--- src/rtl/fpu_pkg.sv ---
// Shared types for the FP multiply arbiter.
// FP32 operand width and arbiter FSM states.
package fpu_pkg;

  localparam int FP32_W = 32;

  typedef enum logic [1:0] {
    IDLE,
    ISSUE,
    WAIT
  } state_e;

endpackage

--- src/rtl/rr_arbiter.sv ---
// Round-robin one-hot grant.
// Search starts just after the last granted requester.
module rr_arbiter #(
  parameter int NUM_REQ = 4,
  parameter int IDX_W   = $clog2(NUM_REQ)
) (
  input  logic [NUM_REQ-1:0] req,
  input  logic [IDX_W-1:0]   last_grant,
  output logic [NUM_REQ-1:0] grant
);

  logic             found;
  logic [IDX_W-1:0] sel;

  always_comb begin
    grant = '0;
    found = 1'b0;
    sel   = '0;
    for (int i = 0; i < NUM_REQ; i++) begin
      sel = IDX_W'((int'(last_grant) + 1 + i) % NUM_REQ);
      if (!found && req[sel]) begin
        grant[sel] = 1'b1;
        found      = 1'b1;
      end
    end
  end

endmodule

--- src/rtl/fmul_arbiter.sv ---
// Arbitrates NUM_REQ requesters onto one shared FP32 multiplier.
// One operation outstanding; re-grant no earlier than after the response.
module fmul_arbiter
  import fpu_pkg::*;
#(
  parameter int NUM_REQ = 4
) (
  input  logic                           clk,
  input  logic                           reset_i,
  input  logic [NUM_REQ-1:0]             req_valid_i,
  input  logic [NUM_REQ-1:0][FP32_W-1:0] req_a_i,
  input  logic [NUM_REQ-1:0][FP32_W-1:0] req_b_i,
  output logic [NUM_REQ-1:0]             req_ready_o,
  output logic [NUM_REQ-1:0]             resp_valid_o,
  output logic [FP32_W-1:0]              resp_z_o,
  output logic                           busy_o,
  output logic [FP32_W-1:0]              mul_a_o,
  output logic [FP32_W-1:0]              mul_b_o,
  output logic                           mul_exec_strobe_o,
  input  logic [FP32_W-1:0]              mul_z_i,
  input  logic                           mul_done_strobe_i
);

  localparam int IDX_W = $clog2(NUM_REQ);

  state_e               state_q;
  state_e               state_d;
  logic [IDX_W-1:0]     last_grant;
  logic [IDX_W-1:0]     cur_idx;
  logic [IDX_W-1:0]     gnt_idx;
  logic [NUM_REQ-1:0]   grant;
  logic [NUM_REQ-1:0]   resp_vec;
  logic                 take;
  logic                 finish;

  rr_arbiter #(
    .NUM_REQ (NUM_REQ),
    .IDX_W   (IDX_W)
  ) u_rr (
    .req        (req_valid_i),
    .last_grant (last_grant),
    .grant      (grant)
  );

  always_comb begin
    gnt_idx = '0;
    for (int i = 0; i < NUM_REQ; i++) begin
      if (grant[i]) gnt_idx = IDX_W'(i);
    end
  end

  // No grant in the response cycle keeps a single op in flight.
  assign req_ready_o = (state_q == IDLE && !(|resp_valid_o)) ? grant : '0;
  assign take        = |req_ready_o;
  assign finish      = (state_q == WAIT) && mul_done_strobe_i;
  assign resp_vec    = NUM_REQ'(1) << cur_idx;

  assign busy_o            = (state_q != IDLE);
  assign mul_exec_strobe_o = (state_q == ISSUE);

  always_comb begin
    state_d = state_q;
    unique case (state_q)
      IDLE:    if (take) state_d = ISSUE;
      ISSUE:   state_d = WAIT;
      WAIT:    if (mul_done_strobe_i) state_d = IDLE;
      default: state_d = IDLE;
    endcase
  end

  always_ff @(posedge clk) begin
    if (reset_i) begin
      state_q      <= IDLE;
      last_grant   <= IDX_W'(NUM_REQ - 1);
      cur_idx      <= '0;
      mul_a_o      <= '0;
      mul_b_o      <= '0;
      resp_z_o     <= '0;
      resp_valid_o <= '0;
    end else begin
      state_q      <= state_d;
      resp_valid_o <= finish ? resp_vec : '0;
      if (take) begin
        mul_a_o    <= req_a_i[gnt_idx];
        mul_b_o    <= req_b_i[gnt_idx];
        cur_idx    <= gnt_idx;
        last_grant <= gnt_idx;
      end
      if (finish) resp_z_o <= mul_z_i;
    end
  end

endmodule

--- config.mk ---
export PLATFORM = sky130hd
export DESIGN_NAME = fmul_arbiter
export DESIGN_NICKNAME = d
export VERILOG_FILES = /design/src/rtl/fpu_pkg.sv /design/src/rtl/rr_arbiter.sv /design/src/rtl/fmul_arbiter.sv
export SDC_FILE = /design/constraint.sdc
export NUM_CORES = 1
export LEC_CHECK = 0
export BUFFER_PORTS_ARGS = -buffer_cell sky130_fd_sc_hd__buf_4
export CORE_AREA = 2 2 157 159
export DETAILED_ROUTE_END_ITERATION = 12
export DIE_AREA = 0 0 159 161
export PLACE_DENSITY = 0.5
export REMOVE_ABC_BUFFERS = 1
export SYNTH_ARGS = -nofsm -noshare
export SYNTH_HDL_FRONTEND = slang
export SYNTH_SLANG_ARGS = --single-unit
--- constraint.sdc ---
create_clock -name clk -period 6.1 [get_ports clk]
set_input_delay 1.22 -clock clk [delete_from_list [all_inputs] [get_ports clk]]
set_output_delay 1.22 -clock clk [all_outputs]
set_load 0.02 [all_outputs]
==> flow_metrics.env, run 1 <==
export IMPL_drive_gt1_frac=0.397
export IMPL_ir_worst_vdd_v=0.000394
export IMPL_cts_hold_buf=0
export IMPL_yosysUniqueCellTypes=44
export IMPL_antenna_cells=0
export IMPL_p_leak_uw=0.00476
export IMPL_path_class="reg2out"
export IMPL_ios=401
export IMPL_design_area_sq_um=9450
export IMPL_cap_viol_max_count=0
export IMPL_yosys_area_top_type="dfxtp_1"
export IMPL_dr_pass1_iters=7
export IMPL_min_period_over_period=0.721
export IMPL_fmax_ghz=0.227
export IMPL_worst_slew_pin_slew_ps=1070
export IMPL_area_growth_pct=59.2
export IMPL_synthCells=741
export IMPL_synth_common_cells="nor2_1 (144), nand2_1 (135), dfxtp_1 (106)"
export IMPL_gr_usage_all_layers=0.184
export IMPL_insertion_delay_ps=350
export IMPL_post_route_drc_count=0
export IMPL_setup_violations=0
export IMPL_cp_arrival_ps=3180
export IMPL_syn_area_sq_um=5940
export IMPL_overflow=0
export IMPL_regArea_sq_um=2120
export IMPL_yosys_warnings=0
export IMPL_die_h_microns=161
export IMPL_post_cts_buffers=0
export IMPL_grt_max_degree=135
export IMPL_slew_viol_final=0
export IMPL_ys_ff_latch=106
export IMPL_ys_flop_type="dfxtp_1"
export IMPL_h_tree_depth=3
export IMPL_startpoint_type="flop"
export IMPL_via_per_inst=4.72
export IMPL_critical_path_top_delay_family="compound AO/OA/AOI/OAI gates"
export IMPL_rsz0062_at_grt="no"
export IMPL_cts_sinks=106
export IMPL_cts_root_buf="clkbuf_16"
export IMPL_finalPower_uw=4650
export IMPL_port_buffers=400
export IMPL_wire_per_inst_microns=17.4
export IMPL_synth_area_top_cells="dfxtp_1 (36%), mux2i_1 (11%), a211o_1 (9.4%), a311oi_1 (9.1%), nor2_1 (9.1%)"
export IMPL_cts_buffers=9
export IMPL_grt_pass1_wl_microns=37100
export IMPL_postPlaceCellArea_sq_um=9150
export IMPL_synth_top_area_share=0.357
export IMPL_crit_chain="inv_1 > ha_1 > mux4_2 > and2_1 > a41o_1 > a221oi_1 > nor2_1 > buf_4"
export IMPL_period_minus_slack_ps=4400
export IMPL_cts_tree="built"
export IMPL_fillers=2592
export IMPL_dieArea_sq_um=25600
export IMPL_die_w_microns=159
export IMPL_skew_ps=7.84
export IMPL_wl_microns=24700
export IMPL_drtIter0Drc=332
export IMPL_finalSetupTns_ps=0
export IMPL_nets=1391
export IMPL_crit_path_max_incr_delay_ps=620
export IMPL_hp_class="reg2reg"
export IMPL_clockBufferDepth=2
export IMPL_cp_end_kind="primary output"
export IMPL_ys_seq_area_frac=0.357
export IMPL_outcome="finished, final reports clean"
export IMPL_hold_viol_final=0
export IMPL_core_sq_um=24000
export IMPL_ys_async_sr_fraction=0
export IMPL_critPathBufInv=2
export IMPL_syn_area_per_cell_sq_um=8.02
export IMPL_clk_pin_slew_worst_paths_ps=70
export IMPL_start_util=0.248
export IMPL_crit_slowest_cell="dfxtp_1"
export IMPL_antenna_left=0
export IMPL_antenna_found_initial=1
export IMPL_rows=57
export IMPL_synth_edff_count=0
export IMPL_cts_resized=0
export IMPL_gp_congestion=0.780
export IMPL_worstPathRequired_ps=4880
export IMPL_crit_path_max_fanout=12
export IMPL_dr_total_vias=6703
export IMPL_grt_pass1_vias=6489
export IMPL_relSlewSlack=0.288
export IMPL_yosysMostFrequentCell="nor2_1"
export IMPL_dp_hpwl_microns=18500
export IMPL_multi_input_area_sq_um=3510
export IMPL_powerDensity_nw_per_um2=491
through the flow:
stage | hold WS, ps | worst slack [ps] | cells | utilization
after floorplan | 431 | -5140 | 671 | -
after global placement | 445 | 1900 | 1404 | 0.382
after detailed placement | 447 | 1870 | 1404 | 0.382
after CTS | 458 | 1650 | 1420 | 0.395
after global routing | 473 | 1380 | 1420 | 0.395
final | 456 | 1700 | 1420 | 0.395
cells by family after synthesis:
family / share of synthesized area
simple gates: 0.208
compound gates: 0.245
flops: 0.357
buf+inv: 0.0567
mux: 0.122
fa+ha+maj: 0.0105
placed cells by master (no fill, tap or decap), types with 3 or more instances in the layout:
cell and n:
ha_1 5, a211o_1 64, a311oi_1 62, nand2_1 135, and3_1 5, o211ai_1 3, inv_1 5, buf_4 407
a21oi_1 35, dfxtp_1 106, nor2_1 144, clkbuf_16 9, mux2i_1 68
cell type report:
| cell class | count | share of cell area |
|---|---|---|
| Sequential cell | 106 | 0.224 |
| Multi-Input combinational cell | 560 | 0.371 |
| Clock inverter | 6 | 0.00768 |
| Inverter | 5 | 0.00199 |
| Tap cell | 324 | 0.0429 |
| Clock buffer | 10 | 0.0242 |
| Timing Repair Buffer | 409 | 0.327 |
power by group:
| part | leakage [uW] | switching (uW) | internal [uW] |
|---|---|---|---|
| sequential | 0.000872 | 109 | 898 |
| combinational | 0.00374 | 1750 | 1270 |
| clock | 0.000144 | 291 | 324 |
| total | 0.00476 | 2150 | 2490 |
layer usage:
metal,global-route usage,vias to the layer above,share of wire
li1,-,3360,-
met1,0.211,3052,0.40
met2,0.334,272,0.50
met3,0.0614,17,0.086
met4,0.0409,2,0.013
met5,0,-,0.00040
worst reg2reg max path, stage by stage, from the launching register on:
cell	delay [ps]
dfxtp_1	620
inv_1	220
ha_1	450
or3b_2	490
o211ai_1	120
and3_1	330
a221o_4	890
buf_4	400
nand2_1	90
a311oi_1	280
sequential cells by signal, indices dropped and copies added, names as in the netlist:
signal        flops
mul_a_o          32
mul_b_o          32
resp_z_o         32
resp_valid_o      4
cur_idx           2
last_grant        2
state_q           2
final timing paths:
| kind | cells after the start | end | startpoint | slack, ps |
|---|---|---|---|---|
| setup / recovery | 8 | req_ready_o[0] | last_grant[0] | 1700 |
| hold / removal | 2 | resp_z_o[23] | resp_z_o[23] | 460 |
| setup reg to reg | 9 | mul_a_o[9] | last_grant[0] | 2140 |
| hold reg to reg | 2 | resp_z_o[23] | resp_z_o[23] | 460 |
No activity file was read; power rests on OpenSTA's default activity.
==> run 2: changes to the inputs <==
ABC_AREA = 1   (was unset)
CORE_AREA = unset   (was 2 2 157 159)
CORE_ASPECT_RATIO = 0.7   (was unset)
CORE_MARGIN = 1   (was unset)
CORE_UTILIZATION = 30   (was unset)
DIE_AREA = unset   (was 0 0 159 161)
PLACE_DENSITY = 0.56   (was 0.5)
clock period = 4 ns   (was 6.1 ns; I/O delays follow)
==> run 2 against run 1 <==
  * Register-to-register slack worse by 1400 ps
  * Combinational power rose to 2.8 times the previous value
  * First-iteration DRC count up 40%
  * Sequential power up 51%
  * Via count up 40%
  * Non-clock buffer count up 9
  * Synthesized cell count up 86%
  * Clock power up 46%
  * Area after synthesis up 28%
  * Critical path depth up 4
  * Critical endpoint is now req_ready_o[3]
  * Largest cell class unchanged
==> flow_metrics.env, run 2 <==
export IMPL_core_sq_um=24700
export IMPL_antenna_cells=0
export IMPL_worstPathRequired_ps=3200
export IMPL_cts_tree="built"
export IMPL_post_cts_buffers=0
export IMPL_h_tree_depth=3
export IMPL_nets=2023
export IMPL_setup_slack_ps=570
export IMPL_via_per_inst=4.56
export IMPL_cp_arrival_ps=2630
export IMPL_worst_slew_pin_slew_ps=902
export IMPL_yosys_warnings=0
export IMPL_wire_per_inst_microns=15.1
export IMPL_min_period_over_period=0.858
export IMPL_fmax_ghz=0.292
export IMPL_synth_common_cells="nand2_1 (357), inv_1 (274), nor2_1 (207)"
export IMPL_yosys_area_top_type="dfxtp_1"
export IMPL_area_growth_pct=44.6
export IMPL_ys_async_sr_fraction=0
export IMPL_clockBufferDepth=2
export IMPL_yosysMostFrequentCell="nand2_1"
export IMPL_overflow=0
export IMPL_skew_ps=9.78
export IMPL_relSlewSlack=0.395
export IMPL_antenna_left=0
export IMPL_power_internal_uw=4620
export IMPL_slew_viol_final=0
export IMPL_start_util=0.307
export IMPL_cts_hold_buf=0
export IMPL_p_sw_uw=6120
export IMPL_layout_common_cells="buf_4 (416), nand2_1 (355), inv_1 (274), nor2_1 (207), a21oi_1 (161)"
export IMPL_grt_pass1_vias=8743
export IMPL_synth_area_top_cells="dfxtp_1 (28%), nand2_1 (18%), inv_1 (14%), a21oi_1 (11%), nor2_1 (10%)"
export IMPL_drtIter0Drc=465
export IMPL_port_buffers=400
export IMPL_hp_class="reg2reg"
export IMPL_ys_flop_type="dfxtp_1"
export IMPL_cp_end_kind="primary output"
export IMPL_hold_viol_final=0
export IMPL_startpoint_type="flop"
export IMPL_postPlaceCellArea_sq_um=10700
export IMPL_fillers=2721
export IMPL_insertion_delay_ps=360
export IMPL_swShare=0.570
export IMPL_dp_slack_ps=761
export IMPL_grt_pass1_wl_microns=46800
export IMPL_cts_root_buf="clkbuf_16"
export IMPL_dr_total_vias=9354
export IMPL_path_class="reg2out"
export IMPL_period_minus_slack_ps=3430
export IMPL_final_common_cell="buf_4"
export IMPL_ios=401
export IMPL_placed_cells=2037
export IMPL_die_h_microns=135
export IMPL_rsz0062_at_grt="no"
export IMPL_grt_max_degree=65
export IMPL_powerDensity_nw_per_um2=977
export IMPL_clk_pin_slew_worst_paths_ps=80
export IMPL_cts_sinks=106
export IMPL_ys_seq_area_frac=0.279
export IMPL_antenna_found_initial=0
export IMPL_crit_path_max_fanout=10
export IMPL_dr_pass1_iters=7
export IMPL_p_comb_frac=0.775
export IMPL_gp_congestion=0.918
export IMPL_cts_resized=0
export IMPL_post_route_drc_count=0
export IMPL_cts_buffers=9
export IMPL_synthCells=1380
export IMPL_drive_gt1_frac=0.265
export IMPL_synth_top_area_share=0.279
export IMPL_fin_cells=2053
export IMPL_finalPower_uw=10700
export IMPL_synth_edff_count=0
export IMPL_yosysUniqueCellTypes=26
export IMPL_power_frac_seq=0.142
export IMPL_dieArea_sq_um=26000
export IMPL_outcome="finished, final reports clean"
export IMPL_wl_microns=30900
export IMPL_ir_worst_vdd_v=0.000633
export IMPL_syn_area_per_cell_sq_um=5.51
export IMPL_gr_usage_all_layers=0.233
export IMPL_cap_viol_max_count=0
export IMPL_die_w_microns=192
export IMPL_setup_violations=0
export IMPL_regArea_sq_um=2120
export IMPL_ys_ff_latch=106
export IMPL_multi_input_area_sq_um=3960
export IMPL_top_regs="mul_a_o: 32 flops, mul_b_o: 32 flops, resp_z_o: 32 flops"
export IMPL_rows=48
export IMPL_dp_hpwl_microns=22500
export IMPL_power_frac_clock=0.083
export IMPL_syn_area_sq_um=7600
export IMPL_p_leak_uw=0.00626
export IMPL_design_area_sq_um=11000
## run 2: cell types whose count changed in the layout (fill, tap and decap cells not counted), moves of 63 or more
cell	change
inv_1	+269
nand2_1	+220
nand3_1	+149
a21oi_1	+126
mux2i_1	-68
a211o_1	-64
nor2_1	+63
## run 2: cell type report
| type | instances | share of cell area |
|---|---|---|
| well taps | 325 | 0.0370 |
| multi-input cells | 908 | 0.360 |
| clock buffers | 10 | 0.0208 |
| clock inverters | 6 | 0.00512 |
| repair buffers | 418 | 0.288 |
| flip-flops and latches | 106 | 0.193 |
| inverters | 280 | 0.0957 |
## run 2: per-layer routing
layer / part of all wire / GRT usage / vias up
li1: - / - / 4816
met1: 0.42 / 0.279 / 4177
met2: 0.47 / 0.405 / 322
met3: 0.085 / 0.0684 / 39
met4: 0.021 / 0.0617 / 0
met5: 0 / 0 / -
## run 2: cells by family after synthesis
family	Yosys count	synth area share
simple gates	736	0.398
fa+ha+maj	5	0.00823
flops	106	0.279
compound gates	167	0.112
buf+inv	366	0.203
## run 2: path summary, 6_finish.rpt
kind                      to  depth (start not counted)           from  slack, ps
max           req_ready_o[3]                         12  last_grant[0]        570
min reg2reg  resp_valid_o[2]                          1     cur_idx[0]        470
max reg2reg       mul_b_o[5]                         16  last_grant[0]        740
min          resp_valid_o[2]                          1     cur_idx[0]        470
## run 2: power groups by stage
stage                     sequential [uW]  clock (uW)  combinational [uW]
after CTS                            1530         936                8410
after global routing                 1560         981                9400
after global placement               1540           0                8330
final                                1530         895                8320
after floorplan                      1840           0                5180
after detailed placement             1550           0                8380
## run 2: per-stage QoR
step / TNS (ps) / hold slack (ps) / util
3_3_place_gp: 0 / 449 / 0.433
6_report: 0 / 467 / 0.444
4_1_cts: 0 / 469 / 0.444
2_1_floorplan: -86370 / 426 / -
3_5_place_dp: 0 / 449 / 0.433
5_1_grt: 0 / 481 / 0.444
## run 2: worst max-delay path: stages, from the launching register on
cell and delay, ps:
dfxtp_1 520, inv_2 160, ha_1 380, inv_1 120, nand3_1 80, nand2_1 140, nand3_1 90, nor2_1 190
nor2_4 60, nand2_2 110, inv_2 120, nor2_1 130, buf_4 160
==> run 3: changes to the inputs <==
CELL_PAD_IN_SITES_DETAIL_PLACEMENT = 1   (was unset)
CELL_PAD_IN_SITES_GLOBAL_PLACEMENT = 2   (was unset)
CORE_UTILIZATION = 19   (was 30)
PLACE_DENSITY = 0.74   (was 0.56)
==> run 3 against run 2 <==
  * Sequential share of layout area shrank 0.45 points
  * Critical path depth is the same
  * Clock power grew 0.7%
  * Power grew 2.9%
==> flow_metrics.env, run 3 (same netlist as run 2, synthesis figures left out) <==
export IMPL_final_common_cell="buf_4"
export IMPL_port_buffers=400
export IMPL_hold_ws_ps=461
export IMPL_post_route_drc_count=0
export IMPL_via_per_inst=4.21
export IMPL_finalPower_uw=11000
export IMPL_grt_max_degree=68
export IMPL_relSlewSlack=0.376
export IMPL_gr_usage_all_layers=0.180
export IMPL_setup_slack_ps=452
export IMPL_post_cts_buffers=0
export IMPL_overflow=0
export IMPL_h_tree_depth=3
export IMPL_dieArea_sq_um=40800
export IMPL_insertion_delay_ps=380
export IMPL_fin_cells=2253
export IMPL_dr_max_layer_used="met4"
export IMPL_ios=401
export IMPL_drive_gt1_frac=0.265
export IMPL_worst_slew_pin_slew_ps=930
export IMPL_clockBufferDepth=2
export IMPL_cp_arrival_ps=2750
export IMPL_period_minus_slack_ps=3550
export IMPL_cap_viol_max_count=0
export IMPL_drtIter0Drc=263
export IMPL_cts_buffers=9
export IMPL_dr_total_vias=9486
export IMPL_outcome="finished, final reports clean"
export IMPL_wire_per_inst_microns=16.6
export IMPL_cts_sinks=106
export IMPL_cts_resized=0
export IMPL_fillers=5111
export IMPL_die_h_microns=169
export IMPL_worstPathRequired_ps=3200
export IMPL_grt_pass1_wl_microns=55500
export IMPL_layout_common_cells="buf_4 (415), nand2_1 (355), inv_1 (274), nor2_1 (207), a21oi_1 (161)"
export IMPL_drt_met1_wl_microns=16200
export IMPL_cts_tree="built"
export IMPL_cp_end_kind="primary output"
export IMPL_grt_pass1_vias=9563
export IMPL_fmax_ghz=0.282
export IMPL_start_util=0.195
export IMPL_hp_class="reg2reg"
export IMPL_cts_hold_buf=0
export IMPL_top_regs="mul_a_o: 32 flops, mul_b_o: 32 flops, resp_z_o: 32 flops"
export IMPL_gp_congestion=0.788
export IMPL_slew_viol_final=0
export IMPL_dr_pass1_iters=4
export IMPL_wl_microns=37300
export IMPL_ir_worst_vdd_v=0.000820
export IMPL_dp_hpwl_microns=27700
export IMPL_clk_pin_slew_worst_paths_ps=90
export IMPL_die_w_microns=241
export IMPL_startpoint_type="flop"
export IMPL_wl_met2_microns=17600
export IMPL_powerDensity_nw_per_um2=982
export IMPL_dp_slack_ps=391
export IMPL_setup_violations=0
export IMPL_path_class="reg2out"
export IMPL_skew_ps=16.1
export IMPL_crit_path_max_fanout=10
export IMPL_antenna_found_initial=0
export IMPL_placed_cells=2238
export IMPL_rows=60
export IMPL_p_leak_uw=0.00625
export IMPL_antenna_left=0
export IMPL_finalSetupTns_ps=0
export IMPL_nets=2022
export IMPL_hold_viol_final=0
export IMPL_rsz0062_at_grt="no"
export IMPL_cts_root_buf="clkbuf_16"
export IMPL_core_sq_um=38900
export IMPL_area_growth_pct=48.1
export IMPL_min_period_over_period=0.887
export IMPL_wl_met3_microns=3000
export IMPL_antenna_cells=0
run 3: path summary, 6_finish.rpt:
check | startpoint | to | slack [ps] | cells after the start
max reg2reg | last_grant[0] | mul_b_o[0] | 450 | 15
max | last_grant[0] | req_ready_o[3] | 450 | 12
min | cur_idx[0] | resp_valid_o[2] | 460 | 1
min reg2reg | cur_idx[0] | resp_valid_o[2] | 460 | 1
run 3: per-layer routing:
metal  vias up  global-route usage
met5         -                   0
met4         0              0.0377
met1      4407               0.217
met3        22              0.0623
li1       4810                   -
met2       247               0.305
run 3: metrics by stage:
step                       util  cell area [sq um]
after global placement    0.282              11000
after floorplan               -               7110
after detailed placement  0.282              11000
after CTS                 0.289              11300
final                     0.289              11300
after global routing      0.289              11300
run 3: layout make-up:
class,count,area (sq um),share of cell area
Tap cell,527,659,0.0586
Clock inverter,6,50.0,0.00445
Clock buffer,9,225,0.0200
Sequential cell,106,2120,0.189
Timing Repair Buffer,417,3160,0.280
Multi-Input combinational cell,908,3990,0.354
Inverter,280,1050,0.0934
run 3: critical path, cell delays in order (launching register included):
cell and delay (ps):
dfxtp_1 540, inv_2 170, ha_1 390, inv_1 120, nand3_1 90, nand2_1 160
nand3_1 100, nor2_1 170, nor2_4 50, nand2_2 110, inv_2 100, nor2_1 180
buf_4 180
run 3: where the power goes:
group | leakage [uW] | switching [uW] | internal, uW
Clock | 0.000122 | 474 | 427
Combinational | 0.00525 | 5830 | 2780
Sequential | 0.000871 | 159 | 1380
Total | 0.00625 | 6460 | 4590
